`src/rtl/pipeline_hazard_ctrl_pkg.sv`:
```
// pipeline_hazard_ctrl_pkg
// Shared definitions for the hazard/forwarding/issue controller:
//   - forward-select encodings driven on ex_fwd_sel
//   - controller state codes (RUN / DRAIN / HALTED)
//   - the in-flight writer slot record kept for EX, MEM and WB
package pipeline_hazard_ctrl_pkg;

  // Slots store register addresses at a fixed width so the record can live
  // in the package; the controller zero-extends AW-bit addresses into it.
  // AW must not exceed SLOT_AW.
  localparam int SLOT_AW = 8;

  // Operand source selects, one 2-bit field per source operand.
  localparam logic [1:0] FWD_RF    = 2'b00;  // register file
  localparam logic [1:0] FWD_EXMEM = 2'b01;  // EX/MEM result (ALU op one ahead)
  localparam logic [1:0] FWD_MEMWB = 2'b10;  // MEM/WB result (load or ALU two ahead)
  localparam logic [1:0] FWD_WB    = 2'b11;  // write-back bypass (three ahead)

  // Controller states.
  typedef logic [1:0] state_t;
  localparam state_t ST_RUN    = 2'd0;
  localparam state_t ST_DRAIN  = 2'd1;
  localparam state_t ST_HALTED = 2'd2;

  // One in-flight instruction record.
  typedef struct packed {
    logic               valid;
    logic [SLOT_AW-1:0] rd;
    logic               wr;
    logic               load;
  } slot_t;

endpackage

```
`src/rtl/pipeline_hazard_ctrl_if.sv`:
```
// pipeline_hazard_ctrl_if
// Decode-side bundle between the decode stage (master) and the hazard
// controller (slave).
//   master drives : id_valid, id_rs, id_rs_used, id_rd, id_reg_write,
//                   id_is_load, id_is_halt, ex_redirect
//   slave drives  : stall, flush, issue, ex_fwd_sel, halted, stall_count,
//                   state_dbg (controller state, for observation)
//
// Handshake: id_valid is the offer of a decode instruction; issue is the
// acceptance. An instruction transfers into ID/EX on a rising edge exactly
// when issue=1 (which implies id_valid=1). While stall=1 the decode stage
// must hold its instruction stable; on flush=1 it is squashed instead.
interface pipeline_hazard_ctrl_if #(
  parameter int AW    = 3,
  parameter int NSRC  = 2,
  parameter int CNT_W = 16
);
  logic                 id_valid;
  logic [NSRC*AW-1:0]   id_rs;
  logic [NSRC-1:0]      id_rs_used;
  logic [AW-1:0]        id_rd;
  logic                 id_reg_write;
  logic                 id_is_load;
  logic                 id_is_halt;
  logic                 ex_redirect;
  logic                 stall;
  logic                 flush;
  logic                 issue;
  logic [NSRC*2-1:0]    ex_fwd_sel;
  logic                 halted;
  logic [CNT_W-1:0]     stall_count;
  logic [1:0]           state_dbg;

  modport master (
    output id_valid, id_rs, id_rs_used, id_rd, id_reg_write, id_is_load,
           id_is_halt, ex_redirect,
    input  stall, flush, issue, ex_fwd_sel, halted, stall_count, state_dbg
  );

  modport slave (
    input  id_valid, id_rs, id_rs_used, id_rd, id_reg_write, id_is_load,
           id_is_halt, ex_redirect,
    output stall, flush, issue, ex_fwd_sel, halted, stall_count, state_dbg
  );
endinterface

```
`src/rtl/pipeline_hazard_ctrl_hazard_match.sv`:
```
// hazard_match
// Compares one source operand against the three in-flight writer slots and
// returns the forward select (youngest match wins) plus a load-use flag.
//   rs, used   : operand address and "operand is read" qualifier
//   s1, s2, s3 : EX, MEM, WB slot records
//   sel        : FWD_* encoding for this operand
//   load_use   : operand needs the result of a load still in EX
module hazard_match
  import pipeline_hazard_ctrl_pkg::*;
#(
  parameter int AW       = 3,
  parameter int ZERO_REG = 0
) (
  input  logic [AW-1:0] rs,
  input  logic          used,
  input  slot_t         s1,
  input  slot_t         s2,
  input  slot_t         s3,
  output logic [1:0]    sel,
  output logic          load_use
);

  logic [SLOT_AW-1:0] rs_w;
  logic               rs_is_zero;
  logic               m1, m2, m3;

  assign rs_w       = SLOT_AW'(rs);
  // A hard-wired zero register always reads as zero, so it never forwards.
  assign rs_is_zero = (ZERO_REG != 0) && (rs == '0);

  assign m1 = s1.valid & s1.wr & used & (s1.rd == rs_w) & !rs_is_zero;
  assign m2 = s2.valid & s2.wr & used & (s2.rd == rs_w) & !rs_is_zero;
  assign m3 = s3.valid & s3.wr & used & (s3.rd == rs_w) & !rs_is_zero;

  // Once a load reaches MEM its data is on the MEM/WB path like any ALU
  // result, so the load kind of the older slots plays no part here.
  logic unused_older_load;
  assign unused_older_load = s2.load | s3.load;

  always_comb begin
    sel      = FWD_RF;
    load_use = 1'b0;
    if (m1) begin
      // A load in EX has no data yet: the select is moot because the
      // instruction is held back for a cycle.
      if (s1.load) load_use = 1'b1;
      else         sel      = FWD_EXMEM;
    end else if (m2) begin
      sel = FWD_MEMWB;
    end else if (m3) begin
      sel = FWD_WB;
    end
  end

endmodule

```
`src/rtl/pipeline_hazard_ctrl.sv`:
```
// pipeline_hazard_ctrl
// Hazard, forwarding and issue controller beside the decode stage of the
// 5-stage pipeline. Tracks in-flight writers in EX/MEM/WB slots, drives PC
// hold (stall), IF/ID squash (flush) and ID/EX acceptance (issue), registers
// per-operand forward selects for the instruction entering EX, drains the
// pipe after a halt and counts load-use stall cycles (saturating).
//   clk, rst : clock, synchronous active-high reset
//   bus      : decode-side bundle (slave modport), see pipeline_hazard_ctrl_if
module pipeline_hazard_ctrl
  import pipeline_hazard_ctrl_pkg::*;
#(
  parameter int AW       = 3,
  parameter int NSRC     = 2,
  parameter int ZERO_REG = 0,
  parameter int CNT_W    = 16
) (
  input  logic                  clk,
  input  logic                  rst,
  pipeline_hazard_ctrl_if.slave bus
);

  slot_t              s1, s2, s3;
  slot_t              new_slot;
  state_t             state;
  logic [NSRC*2-1:0]  sel_all;
  logic [NSRC-1:0]    lu;
  logic [NSRC*2-1:0]  fwd_q;
  logic [CNT_W-1:0]   cnt_q;
  logic               in_run;
  logic               load_use;
  logic               stall;
  logic               flush;
  logic               issue;
  logic               cnt_inc;

  for (genvar i = 0; i < NSRC; i++) begin : g_op
    hazard_match #(
      .AW       (AW),
      .ZERO_REG (ZERO_REG)
    ) u_match (
      .rs       (bus.id_rs[i*AW +: AW]),
      .used     (bus.id_rs_used[i]),
      .s1       (s1),
      .s2       (s2),
      .s3       (s3),
      .sel      (sel_all[i*2 +: 2]),
      .load_use (lu[i])
    );
  end

  assign in_run   = (state == ST_RUN);
  // An empty decode slot is a bubble and can never cause a stall.
  assign load_use = bus.id_valid & (|lu);
  assign flush    = in_run & bus.ex_redirect;
  // Redirect beats load-use: the dependent instruction is squashed anyway.
  assign stall    = in_run ? (load_use & !bus.ex_redirect) : 1'b1;
  assign issue    = in_run & bus.id_valid & !stall & !bus.ex_redirect;
  assign cnt_inc  = in_run & load_use & !bus.ex_redirect;

  always_comb begin
    new_slot       = '0;
    new_slot.valid = 1'b1;
    new_slot.rd    = SLOT_AW'(bus.id_rd);
    new_slot.wr    = bus.id_reg_write;
    new_slot.load  = bus.id_is_load;
  end

  always_ff @(posedge clk) begin
    if (rst) begin
      s1    <= '0;
      s2    <= '0;
      s3    <= '0;
      fwd_q <= '0;
      cnt_q <= '0;
      state <= ST_RUN;
    end else begin
      s3    <= s2;
      s2    <= s1;
      s1    <= issue ? new_slot : '0;
      fwd_q <= issue ? sel_all : '0;
      if (cnt_inc && (cnt_q != '1)) cnt_q <= cnt_q + CNT_W'(1);
      case (state)
        ST_RUN: begin
          if (issue && bus.id_is_halt) state <= ST_DRAIN;
        end
        ST_DRAIN: begin
          // Nothing issues after the halt, so once both younger slots are
          // bubbles the halt sits in WB and leaves on this edge.
          if (!s1.valid && !s2.valid) state <= ST_HALTED;
        end
        ST_HALTED: state <= ST_HALTED;
        default:   state <= ST_RUN;
      endcase
    end
  end

  assign bus.stall       = stall;
  assign bus.flush       = flush;
  assign bus.issue       = issue;
  assign bus.ex_fwd_sel  = fwd_q;
  assign bus.halted      = (state == ST_HALTED);
  assign bus.stall_count = cnt_q;
  assign bus.state_dbg   = state;

endmodule
```
`src/flat_wrapper.sv`:
```
// flat-port wrapper written by rule: the top's interface ports become plain ports
module pipeline_hazard_ctrl_flat import pipeline_hazard_ctrl_pkg::*;
#(
  parameter int AW       = 3,
  parameter int NSRC     = 2,
  parameter int ZERO_REG = 0,
  parameter int CNT_W    = 16
)
  (clk, rst, bus_id_valid, bus_id_rs, bus_id_rs_used, bus_id_rd, bus_id_reg_write, bus_id_is_load, bus_id_is_halt, bus_ex_redirect, bus_stall, bus_flush, bus_issue, bus_ex_fwd_sel, bus_halted, bus_stall_count, bus_state_dbg);
  pipeline_hazard_ctrl_if #(.AW(AW), .NSRC(NSRC), .CNT_W(CNT_W)) bus_i ();
  input  logic clk;
  input  logic rst;
  input wire logic [$bits(bus_i.id_valid)-1:0] bus_id_valid;
  input wire logic [$bits(bus_i.id_rs)-1:0] bus_id_rs;
  input wire logic [$bits(bus_i.id_rs_used)-1:0] bus_id_rs_used;
  input wire logic [$bits(bus_i.id_rd)-1:0] bus_id_rd;
  input wire logic [$bits(bus_i.id_reg_write)-1:0] bus_id_reg_write;
  input wire logic [$bits(bus_i.id_is_load)-1:0] bus_id_is_load;
  input wire logic [$bits(bus_i.id_is_halt)-1:0] bus_id_is_halt;
  input wire logic [$bits(bus_i.ex_redirect)-1:0] bus_ex_redirect;
  output wire logic [$bits(bus_i.stall)-1:0] bus_stall;
  output wire logic [$bits(bus_i.flush)-1:0] bus_flush;
  output wire logic [$bits(bus_i.issue)-1:0] bus_issue;
  output wire logic [$bits(bus_i.ex_fwd_sel)-1:0] bus_ex_fwd_sel;
  output wire logic [$bits(bus_i.halted)-1:0] bus_halted;
  output wire logic [$bits(bus_i.stall_count)-1:0] bus_stall_count;
  output wire logic [$bits(bus_i.state_dbg)-1:0] bus_state_dbg;
  assign bus_i.id_valid = bus_id_valid;
  assign bus_i.id_rs = bus_id_rs;
  assign bus_i.id_rs_used = bus_id_rs_used;
  assign bus_i.id_rd = bus_id_rd;
  assign bus_i.id_reg_write = bus_id_reg_write;
  assign bus_i.id_is_load = bus_id_is_load;
  assign bus_i.id_is_halt = bus_id_is_halt;
  assign bus_i.ex_redirect = bus_ex_redirect;
  assign bus_stall = bus_i.stall;
  assign bus_flush = bus_i.flush;
  assign bus_issue = bus_i.issue;
  assign bus_ex_fwd_sel = bus_i.ex_fwd_sel;
  assign bus_halted = bus_i.halted;
  assign bus_stall_count = bus_i.stall_count;
  assign bus_state_dbg = bus_i.state_dbg;
  pipeline_hazard_ctrl #(.AW(AW), .NSRC(NSRC), .ZERO_REG(ZERO_REG), .CNT_W(CNT_W)) u_core (.clk(clk), .rst(rst), .bus(bus_i));
endmodule
```
`config.mk`:
```
export PLATFORM = sky130hd
export DESIGN_NAME = pipeline_hazard_ctrl_flat
export DESIGN_NICKNAME = d
export VERILOG_FILES = /design/src/rtl/pipeline_hazard_ctrl_pkg.sv /design/src/rtl/pipeline_hazard_ctrl_if.sv /design/src/rtl/pipeline_hazard_ctrl_hazard_match.sv /design/src/rtl/pipeline_hazard_ctrl.sv /design/src/flat_wrapper.sv
export SDC_FILE = /design/constraint.sdc
export NUM_CORES = 1
export LEC_CHECK = 0
export CAP_MARGIN = 10
export CORE_MARGIN = 4
export CORE_UTILIZATION = 44
export DETAILED_ROUTE_END_ITERATION = 16
export PLACE_DENSITY = 0.75
export SYNTH_ARGS = -nofsm -noshare
export SYNTH_HDL_FRONTEND = slang
export SYNTH_SLANG_ARGS = --single-unit
```
`constraint.sdc`:
```
create_clock -name clk -period 2.07 [get_ports clk]
set_input_delay 0.5175 -clock clk [delete_from_list [all_inputs] [get_ports clk]]
set_output_delay 0.5175 -clock clk [all_outputs]
set_load 0.01 [all_outputs]
```
==> impl_metrics.json <==
{
  "final_layout_size_suffix_gt1_share_pct": 31.27,
  "reg2reg_to": "u_core.bus.stall_count[12]$_SDFFE_PP0P_",
  "synthCells": 200,
  "tns_ns": -0.05339,
  "antenna_found_initial": 0,
  "vias": 1729,
  "post_drt_via_cell_ratio": 5.320,
  "max_stage_delay_ns": 0.32,
  "yosysWarnings": 0,
  "fin_util_pct": 70.65,
  "cts_tree": "yes",
  "tightestPinTransition_ns": 0.4319,
  "drt_first_pass_iters": 4,
  "synth_area_um2": 1851,
  "clkSinkCount": 38,
  "holdPathEnd": "u_core.s3[10]$_SDFF_PP0_",
  "crit_arrival_ns": 1.60,
  "period_share_pct": 102.3,
  "insertion_delay_ns": 0.30,
  "critical_path_class": "in2out",
  "critPathRequiredTime_ns": 1.55,
  "grt_pass1_vias": 1702,
  "max-cap-violations": 0,
  "insertedDiodeCount": 0,
  "slew_headroom_pct": 71.17,
  "multi_input_comb_area_um2": 1216,
  "core_area_um2": 4029,
  "violations": "setup timing",
  "synth.top_cell.area_share_pct": 41.11,
  "cp-start-kind": "input pin",
  "worstHoldPathCells": 1,
  "dieArea_um2": 5307,
  "rrSetupSlack_ns": 0.01,
  "hold_violations": 0,
  "fin_area_um2": 2846,
  "cts_root_buffer": "clkbuf_8",
  "cpLargestDelayFamily": "simple AND/OR/NAND/NOR gates",
  "n_fill_cell": 298,
  "post-route-drc-count": 0,
  "slew_viol_final": 0,
  "fmax_ghz": 0.4722,
  "grt_first_pass_wirelength_um": 7866,
  "grt_usage_pct": 19.09,
  "dp_hpwl_um": 3151,
  "hold_buffers": 0,
  "p_leak_nw": 1.126,
  "end_kind": "output port",
  "synth-seq-cells": 38,
  "power_density_nw_per_um2": 723.9,
  "htreeDepth": 2,
  "initial_core_util_pct": 45.93,
  "nets": 297,
  "rsz0062_at_grt": "true",
  "wire_per_inst_um": 15.12,
  "crit_fanout": 4,
  "synth_nets": 223,
  "crit_slowest_cell": "nor4_4",
  "yosysTopAreaCell": "dfxtp_1",
  "routed_wl_um": 4913,
  "seq_area_um2": 774.5,
  "die_h_um": 72.85,
  "io_buffers": 43,
  "drt_iter0_markers": 138,
  "area_growth_pct": 53.82,
  "synth_area_per_cell_um2": 9.253,
  "overflow": 0,
  "status": "finished with violations",
  "rows": 23,
  "cts_made_buffers": 5,
  "grt_max_degree": 37,
  "globalplace.congestion": 0.8789,
  "cp_cell_sequence": "buf_4 -> xor2_4 -> nor4_4 -> o21ai_2 -> nand2b_4 -> nand2_2 -> buf_6",
  "ant_nets": 0,
  "yosysUniqueCellTypes": 34,
  "clock_skew_ns": 0.007303,
  "clock_path_buffers": 2,
  "ys_seq_area_share_pct": 41.11,
  "reg2regPathDepth": 6,
  "fin_crit_ns": 2.118,
  "hold_class": "reg2reg",
  "finalWorstSetupSlack_ns": -0.04791,
  "ir_drop_v": 0.0006097,
  "dpl-instance-area_um2": 2499,
  "hp-start": "u_core.s2[10]$_SDFF_PP0_",
  "cts.reportedPaths.clkPinSlew_ns": 0.08,
  "die-width_um": 72.85,
  "r2r_start": "u_core.bus.stall_count[0]$_SDFFE_PP0P_",
  "setup_viol": 2,
  "ios": 44,
  "synth_area_leaders": "dfxtp_1 41%, xor2_1 9.0%, nor2b_1 5.7%",
  "crit_buf_inv": 2
}
[worst reg2reg max path, delay by kind of cell (launching register included)]
kind,cells,cell delay (ns)
DFF,1,0.32
muxes,1,0.33
adders and majority gates,1,0.25
and+or+nand+nor,4,1.03
[cell type report]
| class | count | share of cell area, % |
|---|---|---|
| clock inverter | 2 | 2.110 |
| clock buffer | 6 | 2.901 |
| multi-input combinational | 152 | 42.73 |
| timing repair buffer | 70 | 21.93 |
| inverter | 7 | 0.9231 |
| tap | 50 | 2.198 |
| sequential | 38 | 27.21 |
[sequential cells by signal, summed over array words and instances (netlist names)]
register	cells
u_core.bus.ex_fwd_sel	4
u_core.bus.state_dbg	2
u_core.s2	5
u_core.s3	5
u_core.bus.stall_count	16
u_core.s1	6
[worst max-delay path by stage]
| stage | end | slack, ns | from | cells after the start |
|---|---|---|---|---|
| 6_report | bus_stall | -0.05 | bus_id_rs[2] | 7 |
| 5_1_grt | bus_stall | -0.11 | u_core.s1[4]$_SDFF_PP0_ | 6 |
| 4_1_cts | bus_issue | -0.04 | bus_id_rs[2] | 6 |
| 3_5_place_dp | bus_issue | -0.88 | bus_id_rs[1] | 6 |
| 3_3_place_gp | bus_issue | -0.86 | bus_id_rs[1] | 6 |
| 2_1_floorplan | bus_stall | 0.03 | bus_id_rs[5] | 5 |
[metal layers]
| layer | routed length, µm | part of all wire, % | vias up | track usage [%] |
|---|---|---|---|---|
| met2 | 2478 | 50 | 47 | 32.26 |
| met4 | 102 | 2.1 | 0 | 6.557 |
| met1 | 2107 | 43 | 828 | 23.89 |
| met3 | 224 | 4.6 | 10 | 4.270 |
| li1 | - | - | 844 | - |
| met5 | 0 | 0 | - | 0 |
[synthesized netlist by cell type]
library cell   n
nand2_1       11
o21ai_1        1
o31ai_1        3
ha_1           5
and3_1         1
nand2b_1       5
nor2_1        13
nor2b_1       17
o21ai_0        7
dfxtp_1       38
nand4_2        1
a211oi_1       2
xor2_1        19
or4b_4         1
buf_4          1
or3b_1         1
nor3_1         5
inv_2          1
mux2_1         4
a21oi_1       10
clkbuf_1       4
or4_1          8
or4_4          1
o211ai_4       1
nand4_1        4
nor3b_1        2
or3_1          5
nand3_1       10
inv_1          6
mux2_2         1
mux2i_1        3
and2_1         6
nor4_4         2
o211a_1        1
[power by group]
| part | internal [W] | leakage [nW] | switching [W] |
|---|---|---|---|
| clock | 0.000514 | 0.0714 | 0.000272 |
| combinational | 0.000259 | 0.744 | 0.000224 |
| sequential | 0.000764 | 0.311 | 0.0000271 |
| total | 0.00154 | 1.13 | 0.000523 |
[placed cells by master (no fill, tap or decap), types with 4 or more instances in the layout]
master,netlist,routed
buf_6,0,4
clkbuf_8,0,6
dfxtp_1,38,31
or4_1,8,7
a21oi_1,10,9
nand2b_1,5,4
nor2_1,13,12
nand4_1,4,4
nand3_1,10,8
buf_4,1,27
clkdlybuf4s50_1,0,30
buf_2,0,4
and2_1,6,6
nand2_1,11,9
dfxtp_2,0,5
o21ai_0,7,7
ha_1,5,4
nor3_2,0,4
nor2b_1,17,15
or3_1,5,5
xor2_2,0,5
inv_1,6,6
xor2_1,19,13
[logic make-up (layout without fill, tap and decap cells)]
kind of cell / Yosys count / count (layout) / synth area share (%)
mux: 8 / 8 / 4.665
fa+ha+maj: 5 / 5 / 3.381
flops: 38 / 38 / 41.11
buf+inv: 12 / 85 / 2.637
compound gates: 25 / 27 / 8.586
xor+xnor: 19 / 19 / 8.993
simple gates: 93 / 93 / 30.63
[stage by stage]
stage                     total power, W  cells  hold WS, ns  worst slack [ns]
after floorplan                 0.001004    200       0.4606           0.03052
after global placement          0.001242    310       0.4739           -0.8616
after detailed placement        0.001249    310       0.4864           -0.8770
after CTS                       0.002031    320       0.4932          -0.03790
after global routing            0.002157    325       0.5128           -0.1079
final                           0.002061    325       0.4928          -0.04791
[repair_timing]
action,CTS,global route
pin swaps,8,6
endpoints found under the hold margin,0,0
endpoints found under the setup margin,26,10
setup buffers,2,4
gates cloned,0,2
gates resized for setup,65,22
(Power assumes the default switching activity.)
